## src/rtl/data_table_reader_if.sv

```systemverilog
// Bundle of the data table reader's command, RAM read and stream signals.
// Ports (grouped):
//   cmd_valid/cmd_ready/cmd_addr/cmd_len  read command handshake
//   rd_addr/rd_data                       RAM read port (1-cycle latency)
//   m_valid/m_ready/m_data/m_last         output word stream
//   busy/done                             command status
// master: the reader; slave: command source, RAM and stream consumer.
interface data_table_reader_if #(
  parameter int ADDR_WIDTH = 9,
  parameter int DATA_WIDTH = 38,
  parameter int LEN_WIDTH  = 10
);
  logic                  cmd_valid;
  logic                  cmd_ready;
  logic [ADDR_WIDTH-1:0] cmd_addr;
  logic [LEN_WIDTH-1:0]  cmd_len;
  logic [ADDR_WIDTH-1:0] rd_addr;
  logic [DATA_WIDTH-1:0] rd_data;
  logic                  m_valid;
  logic                  m_ready;
  logic [DATA_WIDTH-1:0] m_data;
  logic                  m_last;
  logic                  busy;
  logic                  done;

  modport master (
    input  cmd_valid, cmd_addr, cmd_len, rd_data, m_ready,
    output cmd_ready, rd_addr, m_valid, m_data, m_last, busy, done
  );

  modport slave (
    output cmd_valid, cmd_addr, cmd_len, rd_data, m_ready,
    input  cmd_ready, rd_addr, m_valid, m_data, m_last, busy, done
  );
endinterface

```

## src/rtl/data_table_reader.sv

```systemverilog
// Read-side sequencer for the data table RAM. Takes a (start address, length)
// command, issues sequential read addresses (wrapping at the table end), soaks up
// the 1-cycle RAM latency in a 2-entry skid buffer and streams words out with
// m_last on the final word.
// Ports:
//   rd_clk  single clock (RAM read clock)
//   rd_rst  asynchronous active-high reset
//   bus     data_table_reader_if.master (command, RAM read port, stream, status)
//
// state | meaning
// ------+-------------------------------------------------------------
// IDLE  | waiting for a command, cmd_ready high
// READ  | issuing read addresses while buffer room allows
// DRAIN | all addresses issued, emptying buffer until the last word
// DONE  | one-cycle done pulse, then back to IDLE
module data_table_reader #(
  parameter int ADDR_WIDTH = 9,
  parameter int DATA_WIDTH = 38,
  parameter int LEN_WIDTH  = 10
) (
  input logic                 rd_clk,
  input logic                 rd_rst,
  data_table_reader_if.master bus
);

  typedef enum logic [1:0] {
    S_IDLE  = 2'd0,
    S_READ  = 2'd1,
    S_DRAIN = 2'd2,
    S_DONE  = 2'd3
  } state_t;

  state_t                state_q, state_d;
  logic [ADDR_WIDTH-1:0] addr_q, addr_d;
  logic [LEN_WIDTH-1:0]  rem_q, rem_d;
  logic                  pend_q, pend_d;
  logic                  pend_last_q, pend_last_d;

  logic [1:0][DATA_WIDTH-1:0] buf_data_q;
  logic [1:0]                 buf_last_q;
  logic                       wr_ptr_q;
  logic                       rd_ptr_q;
  logic [1:0]                 count_q;

  logic       m_valid;
  logic       m_last;
  logic       pop;
  logic [2:0] occ;

  assign m_valid       = (count_q != 2'd0);
  assign m_last        = m_valid & buf_last_q[rd_ptr_q];
  assign bus.m_valid   = m_valid;
  assign bus.m_last    = m_last;
  assign bus.m_data    = buf_data_q[rd_ptr_q];
  assign bus.rd_addr   = addr_q;
  assign bus.cmd_ready = (state_q == S_IDLE);
  assign bus.busy      = (state_q == S_READ) || (state_q == S_DRAIN);
  assign bus.done      = (state_q == S_DONE);

  always_ff @(posedge rd_clk or posedge rd_rst) begin
    if (rd_rst) begin
      state_q     <= S_IDLE;
      addr_q      <= '0;
      rem_q       <= '0;
      pend_q      <= 1'b0;
      pend_last_q <= 1'b0;
    end else begin
      state_q     <= state_d;
      addr_q      <= addr_d;
      rem_q       <= rem_d;
      pend_q      <= pend_d;
      pend_last_q <= pend_last_d;
    end
  end

  always_comb begin
    state_d     = state_q;
    addr_d      = addr_q;
    rem_d       = rem_q;
    pend_d      = 1'b0;
    pend_last_d = 1'b0;
    pop         = m_valid & bus.m_ready;
    // Occupancy the buffer will have once the in-flight read lands and the
    // current pop retires; a new read may only be issued if it leaves room.
    occ         = {1'b0, count_q} + {2'b00, pend_q} - {2'b00, pop};

    case (state_q)
      S_IDLE: begin
        if (bus.cmd_valid) begin
          addr_d  = bus.cmd_addr;
          rem_d   = bus.cmd_len;
          state_d = (bus.cmd_len == '0) ? S_DONE : S_READ;
        end
      end
      S_READ: begin
        if (occ < 3'd2) begin
          pend_d      = 1'b1;
          pend_last_d = (rem_q == LEN_WIDTH'(1));
          addr_d      = addr_q + ADDR_WIDTH'(1);
          rem_d       = rem_q - LEN_WIDTH'(1);
          if (rem_q == LEN_WIDTH'(1)) begin
            state_d = S_DRAIN;
          end
        end
      end
      S_DRAIN: begin
        if (pop && m_last) begin
          state_d = S_DONE;
        end
      end
      S_DONE: begin
        state_d = S_IDLE;
      end
      default: begin
        state_d = S_IDLE;
      end
    endcase
  end

  // Skid buffer: the word read in the previous cycle is captured together with
  // its last tag; m_data always shows the head entry.
  always_ff @(posedge rd_clk or posedge rd_rst) begin
    if (rd_rst) begin
      buf_data_q <= '0;
      buf_last_q <= '0;
      wr_ptr_q   <= 1'b0;
      rd_ptr_q   <= 1'b0;
      count_q    <= 2'd0;
    end else begin
      if (pend_q) begin
        buf_data_q[wr_ptr_q] <= bus.rd_data;
        buf_last_q[wr_ptr_q] <= pend_last_q;
        wr_ptr_q             <= ~wr_ptr_q;
      end
      if (pop) begin
        rd_ptr_q <= ~rd_ptr_q;
      end
      count_q <= count_q + {1'b0, pend_q} - {1'b0, pop};
    end
  end

endmodule

```

## src/flat_wrapper.sv

```systemverilog
// flat-port wrapper written by rule: the top's interface ports become plain ports
module data_table_reader_flat 
#(
  parameter int ADDR_WIDTH = 9,
  parameter int DATA_WIDTH = 38,
  parameter int LEN_WIDTH  = 10
)
  (rd_clk, rd_rst, bus_cmd_valid, bus_cmd_addr, bus_cmd_len, bus_rd_data, bus_m_ready, bus_cmd_ready, bus_rd_addr, bus_m_valid, bus_m_data, bus_m_last, bus_busy, bus_done);
  data_table_reader_if #(.ADDR_WIDTH(ADDR_WIDTH), .DATA_WIDTH(DATA_WIDTH), .LEN_WIDTH(LEN_WIDTH)) bus_i ();
  input logic rd_clk;
  input logic rd_rst;
  input wire logic [$bits(bus_i.cmd_valid)-1:0] bus_cmd_valid;
  input wire logic [$bits(bus_i.cmd_addr)-1:0] bus_cmd_addr;
  input wire logic [$bits(bus_i.cmd_len)-1:0] bus_cmd_len;
  input wire logic [$bits(bus_i.rd_data)-1:0] bus_rd_data;
  input wire logic [$bits(bus_i.m_ready)-1:0] bus_m_ready;
  output wire logic [$bits(bus_i.cmd_ready)-1:0] bus_cmd_ready;
  output wire logic [$bits(bus_i.rd_addr)-1:0] bus_rd_addr;
  output wire logic [$bits(bus_i.m_valid)-1:0] bus_m_valid;
  output wire logic [$bits(bus_i.m_data)-1:0] bus_m_data;
  output wire logic [$bits(bus_i.m_last)-1:0] bus_m_last;
  output wire logic [$bits(bus_i.busy)-1:0] bus_busy;
  output wire logic [$bits(bus_i.done)-1:0] bus_done;
  assign bus_i.cmd_valid = bus_cmd_valid;
  assign bus_i.cmd_addr = bus_cmd_addr;
  assign bus_i.cmd_len = bus_cmd_len;
  assign bus_i.rd_data = bus_rd_data;
  assign bus_i.m_ready = bus_m_ready;
  assign bus_cmd_ready = bus_i.cmd_ready;
  assign bus_rd_addr = bus_i.rd_addr;
  assign bus_m_valid = bus_i.m_valid;
  assign bus_m_data = bus_i.m_data;
  assign bus_m_last = bus_i.m_last;
  assign bus_busy = bus_i.busy;
  assign bus_done = bus_i.done;
  data_table_reader #(.ADDR_WIDTH(ADDR_WIDTH), .DATA_WIDTH(DATA_WIDTH), .LEN_WIDTH(LEN_WIDTH)) u_core (.rd_clk(rd_clk), .rd_rst(rd_rst), .bus(bus_i));
endmodule
```

## config.mk

```make
export PLATFORM = sky130hd
export DESIGN_NAME = data_table_reader_flat
export DESIGN_NICKNAME = d
export VERILOG_FILES = /design/src/rtl/data_table_reader_if.sv /design/src/rtl/data_table_reader.sv /design/src/flat_wrapper.sv
export SDC_FILE = /design/constraint.sdc
export NUM_CORES = 1
export LEC_CHECK = 0
export CORE_ASPECT_RATIO = 1.1
export CORE_MARGIN = 3
export CORE_UTILIZATION = 50
export DETAILED_ROUTE_END_ITERATION = 8
export GPL_TIMING_DRIVEN = 0
export PLACE_DENSITY = 0.77
export SLEW_MARGIN = 25
export SYNTH_ARGS = -nofsm -noshare
export SYNTH_HDL_FRONTEND = slang
export SYNTH_SLANG_ARGS = --single-unit
```

## constraint.sdc

```tcl
create_clock -name rd_clk -period 7 [get_ports rd_clk]
set_input_delay 1.05 -clock rd_clk [delete_from_list [all_inputs] [get_ports rd_clk]]
set_output_delay 1.05 -clock rd_clk [all_outputs]
set_load 0.03 [all_outputs]
```

## Word-level counts from Yosys, hierarchy flattened

Index checks and enable logic that the tools add are counted.
W data, S select, Z words.

| storage, ports and cells | value |
|---|---|
| register bits after elaboration | 105 |
| input bits | 61 |
| output and inout port bits | 52 |
| word-level logic and storage cells | 68 |
| bits in latches | 0 |
| bits in writable memories | 0 |
| ROM bits | 0 |
| memories | 0 |

| cells by class | value |
|---|---|
| mux-type cells | 26 |
| reductions and logical operators | 9 |
| equality and inequality tests | 8 |
| add/subtract/negate cells | 6 |
| $mul | 0 |
| bitwise logic cells | 4 |
| div/mod/pow operators | 0 |
| $lt $le $gt $ge | 4 |
| shift operators | 0 |

Operators by type and width:

| kind | number |
|---|---|
| $mux W38 | 3 |
| $bwmux W76 | 1 |
| $demux W38 S1 | 1 |
| $mux W10 | 2 |
| $pmux W10 S2 | 1 |
| $mux W9 | 2 |
| $pmux W9 S2 | 1 |
| $eq A10 B1 Y1 const B | 1 |
| $logic_not A10 Y1 | 1 |
| $mux W2 | 5 |
| $sub A10 B1 Y10 const B | 1 |
| $add A9 B1 Y9 const B | 1 |
| $ne A2 B2 Y1 const B | 4 |
| $pmux W2 S4 | 1 |
| $mux W1 | 7 |
| $eq A2 B2 Y1 const B | 2 |
| $lt A1 B2 Y1 const B | 2 |
| $reduce_and A4 Y1 | 1 |
| $reduce_bool A2 Y1 | 2 |
| $add A2 B1 Y3 | 1 |
| $lt A3 B2 Y1 const B | 1 |
| $reduce_and A3 Y1 | 1 |
| $sub A3 B1 Y3 | 1 |
| $add A2 B1 Y2 | 1 |
| other kinds (10) | 13 |

## Longest topological paths before layout

| logic depth | value |
|---|---|
| depth after elaboration | 6 |
| gate-level depth with buffers | 11 |
| depth with buffers taken out | 10 |

## Worst setup path after synthesis

No wires, ideal clock.

| path | value |
|---|---|
| kind | input to register |
| from | input bus_m_ready |
| to | register u_core.addr_q[4] (netlist: u_core.bus.rd_addr[4]) |
| data required time | 6.863 ns |
| library setup time | 0.137 ns |
| arrival | 3.082 ns |
| buffers on the path | 1 |
| setup slack | 3.781 ns |
| stages | 11 |
| cell sequence | o21ai_0 > inv_1 > ha_1 > inv_1 > ha_1 > fa_1 > xor2_1 > o2111ai_2 > clkbuf_1 > nor2_1 > a2bb2oi_1 |

| between the ends | value |
|---|---|
| longest elaborated chain between the ends | 5 |

Ends and longest elaborated chain:

| element | RTL line | text |
|---|---|---|
| from (decl) | flat_wrapper.sv:16 | `input wire logic [$bits(bus_i.m_ready)-1:0] bus_m_ready;` |
| $and A1 B1 Y1 | data_table_reader.sv:82 | `pop = m_valid & bus.m_ready;` |
| named net u_core.pop | data_table_reader.sv:47 | `logic pop;` |
| $sub A3 B1 Y3 | data_table_reader.sv:85 | `occ = {1'b0, count_q} + {2'b00, pend_q} - {2'b00, pop};` |
| $lt A3 B2 Y1 | data_table_reader.sv:96 | `if (occ < 3'd2) begin` |
| $ne A2 B2 Y1 (no line) | n/a |  |
| $reduce_and A3 Y1 (no line) | n/a |  |
| to (signal assigned) | data_table_reader.sv:69 | `addr_q <= addr_d;` |
| to (decl) | data_table_reader.sv:34 | `logic [ADDR_WIDTH-1:0] addr_q, addr_d;` |

The timed path passes the listed nets, and every way through them passes these cells.
A chain may end at the register's enable or synchronous reset.

## Worst setup path after layout

| path | value |
|---|---|
| from | input bus_m_ready |
| to | register u_core.addr_q[5] (netlist: u_core.bus.rd_addr[5]) |

The elaborated chain is that of the path after synthesis.

==> impl_results.md <==
- Crit share post-route: 53.2%
- Final hold vios: 0
- XOR/XNOR Fraction of Synth Area: 0.525%
- Setup repair bufs after CTS: 0
- Worst r2r path cells: 11
- Post-CTS Resized: 0
- GRT busiest layer: met2
- Share of cell area taken by muxes after synthesis: 27.3%
- Arrival @ worst endpoint: 3.95 ns
- TritonRoute pass-1 iters: 4
- CTS max path bufs: 2
- Die width: 101 um
- Synth Register Bits: 105
- Max Fclk: 268 MHz
- Largest net degree at the start of global routing: 70
- Max-cap viol count: 0
- Final GP Congestion: 0.874
- Synth top area cells: dfrtp_1, mux2_2, ha_1
- Yosys top cell area share: 52.5%
- Final Cell Area: 6540 um2
- Crit start category: primary input
- VDD IR max: 0.327 mV
- Sequential-to-total area share from yosys stat: 52.5%
- Crit-path max cell delay: 0.48 ns
- Met3 Usage GRT: 3.08%
- Avg Cell Area, Syn: 12.7 um2
- Global route total overflow: 0
- Initial Util: 52.5%
- Synthesized-area fraction occupied by adder cells: 2.65%
- Worst slew pin tran: 0.626 ns
- WP data required: 7.23 ns
- Starting DRT DRC Count: 161
- Outcome: complete, no violations
- Final setup vio count: 0
- Setup crit end kind: flip-flop
- Met2 global-route usage: 33.3%
- Average vias per placed instance: 5.57
- Nets: 589
- WP depth: 12
- Final wirelength: 10,800 um
- Pwr per Cell Area: 537 nW/um2
- H-Tree Depth: 3
- WS Path Type: in2reg
- Antenna violations before repair: 0
- M1 GR Usage: 26.3%
- Die ar.: 11,200 um2
- Slew headroom: 58.2%
- Unrepaired setup endpoints after global routing: no
- TritonCTS Buffers: 9
- Area grow syn2layout: 30.7%
- Ys flop type: dfrtp_1
- Setup slack, reg-to-reg: 3.76 ns
- Post-Route Skew: 0.0183 ns
- Antenna cell count: 0
- Unique cell type count in the Yosys netlist: 43
- Synth area leader: dfrtp_1
- Main combinational cell family by area after synthesis: multiplexers
- TritonCTS clock tree: done
- Async SR Flop Fraction: 100%
- Synthesis Warnings: 0
- I/O pin count: 113
- Vias in the first global route: 3,808
- Layout cells sized above 1: 27.5%
- Hold Crit Class: reg2reg
- FP Rows: 37
- Post-DP Area: 6300 um2
- Root Buffer: clkbuf_8
- Critical Path, Cell by Cell: clkdlybuf4s50_1 -> o21ai_0 -> inv_1 -> ha_1 -> inv_1 -> ha_1 -> fa_1 -> xor2_1 -> o2111ai_2 -> clkbuf_1 -> nor2_1 -> a2bb2oi_1
- Die height: 111 um
- IO buf count: 112
- Worst Hold Depth: 1
- Compound-gate portion of the synthesized area: 7.60%
- Synthesized area: 5000 um2
- Gr usage total: 19.9%
- Core Box Area: 9540 um2
- Crit path time final: 3.73 ns
- Delay-heaviest family, CP: buffers and inverters
- # clock sinks: 105
- # hold bufs at CTS: 0
- Final setup TNS: 0 ns
- Via count: 3,562
- Syn Nets: 465
- Synth Area in Simple Gates: 6.73%
- Pwr Total: 3.51 mW
- First-pass GRT wire length: 18,100 um
- CP bufs+invs: 4
- CP max FO: 10
- Cell count after synthesis: 394
- Leak: 2.73 nW
- WL/cell: 16.9 um
- Post-DRT Antenna Nets: 0
- # DRC: 0
- Clk Latency, worst-skew pair: 0.36 ns
- Post-DP HPWL: 8020 um
- Number of synthesized flops with an enable pin: 0
- Worst-path clk slew: 0.10 ns
- Max stage delay cell, worst path: clkbuf_1
- Final number of max-transition violations: 0
==> final timing paths <==
kind                                         endpoint              start
max in group asynchronous       u_core.buf_data_q[54]             rd_rst
worst max-delay path            u_core.bus.rd_addr[5]        bus_m_ready
worst min-delay path                  u_core.wr_ptr_q      u_core.pend_q
worst max register to register  u_core.bus.rd_addr[5]  u_core.count_q[1]
min in group asynchronous       u_core.buf_data_q[72]             rd_rst
worst min register to register        u_core.wr_ptr_q      u_core.pend_q
==> worst register-to-register path, delay by kind of cell (launching register included) <==
kind                     cells  cell delay, ns
AO/OA/AOI/OAI                3            0.94
adder cells (fa/ha/maj)      3            0.84
buffers and inverters        3            0.62
flip-flops                   1            0.42
XOR/XNOR                     1            0.20
AND/OR/NAND/NOR              1            0.10
==> layout make-up <==
| type | instances | area [um2] |
|---|---|---|
| Inverter | 14 | 57.6 |
| Sequential cell | 105 | 2630 |
| Timing Repair Buffer | 113 | 1150 |
| Clock inverter | 6 | 96.3 |
| Clock buffer | 10 | 138 |
| Multi-Input combinational cell | 255 | 2240 |
| Buffer | 20 | 80.1 |
| Tap cell | 117 | 146 |
| Fill cell | 724 | 3000 |
==> report_power, final <==
| part | internal (mW) | total [mW] | switching (mW) |
|---|---|---|---|
| logic | 0.943 | 1.99 | 1.05 |
| clock network | 0.216 | 0.427 | 0.210 |
| registers | 0.908 | 1.09 | 0.185 |
| total | 2.07 | 3.51 | 1.44 |
==> registers in the layout (all words and copies together), names as in the netlist <==
register	flops
u_core.buf_last_q	2
u_core.wr_ptr_q	1
u_core.state_q	2
u_core.rd_ptr_q	1
u_core.count_q	2
u_core.pend_last_q	1
u_core.pend_q	1
u_core.bus.rd_addr	9
u_core.buf_data_q	76
u_core.rem_q	10
==> placed cells by master, fill, tap and decap left out, drive strengths merged, types with 3 or more instances in the layout <==
master | netlist | layout
nand2b | 4 | 4
a21oi | 18 | 18
o22a | 4 | 4
inv | 13 | 16
nand2 | 12 | 12
nand3 | 8 | 8
nor3 | 3 | 3
mux2 | 116 | 116
a2bb2oi | 7 | 7
and4 | 3 | 3
mux2i | 6 | 6
o21ai | 12 | 12
clkbuf | 9 | 19
and3 | 3 | 3
buf | 11 | 12
a31oi | 4 | 4
clkdlybuf4s50 | 0 | 112
dfrtp | 105 | 105
nor2 | 17 | 17
o22ai | 6 | 6
ha | 9 | 9
==> layer usage <==
metal  vias up  share of wire [%]
met5         -                  0
met2       135                 50
met3         7                5.9
li1       1674                  -
met1      1746                 43
met4         0               0.75
==> kinds of logic after synthesis <==
| kind of cell | after synthesis |
|---|---|
| multiplexers | 122 |
| flip-flops | 105 |
| AND/OR/NAND/NOR | 62 |
| AO/OA/AOI/OAI | 58 |
| buffers and inverters | 34 |
| adder cells (fa/ha/maj) | 10 |
| XOR/XNOR | 3 |
==> stage by stage <==
step                      cells  hold WS, ns  setup WS [ns]  util, %
after floorplan             394        0.460           3.19        -
after global placement      623        0.474           1.74     65.7
after detailed placement    624        0.487           2.90     66.1
after CTS                   640        0.502           3.26     68.5
after global routing        640        0.512           3.08     68.5
final                       640        0.496           3.27     68.5
==> cell usage after synthesis, types with 2 or more instances <==
| cell type | count |
|---|---|
| a21oi_1 | 17 |
| a2bb2oi_1 | 7 |
| a31oi_1 | 4 |
| and3_1 | 3 |
| and4_1 | 3 |
| buf_1 | 7 |
| buf_2 | 4 |
| clkbuf_1 | 9 |
| dfrtp_1 | 105 |
| ha_1 | 9 |
| inv_1 | 13 |
| mux2_2 | 116 |
| mux2i_1 | 6 |
| nand2_1 | 12 |
| nand2b_1 | 4 |
| nand3_1 | 8 |
| nor2_1 | 17 |
| nor3_1 | 3 |
| nor4_1 | 2 |
| nor4b_1 | 2 |
| o21ai_0 | 12 |
| o22a_1 | 4 |
| o22ai_1 | 6 |
| xor2_1 | 2 |
Note: power is estimated with default switching activity, not from simulation.
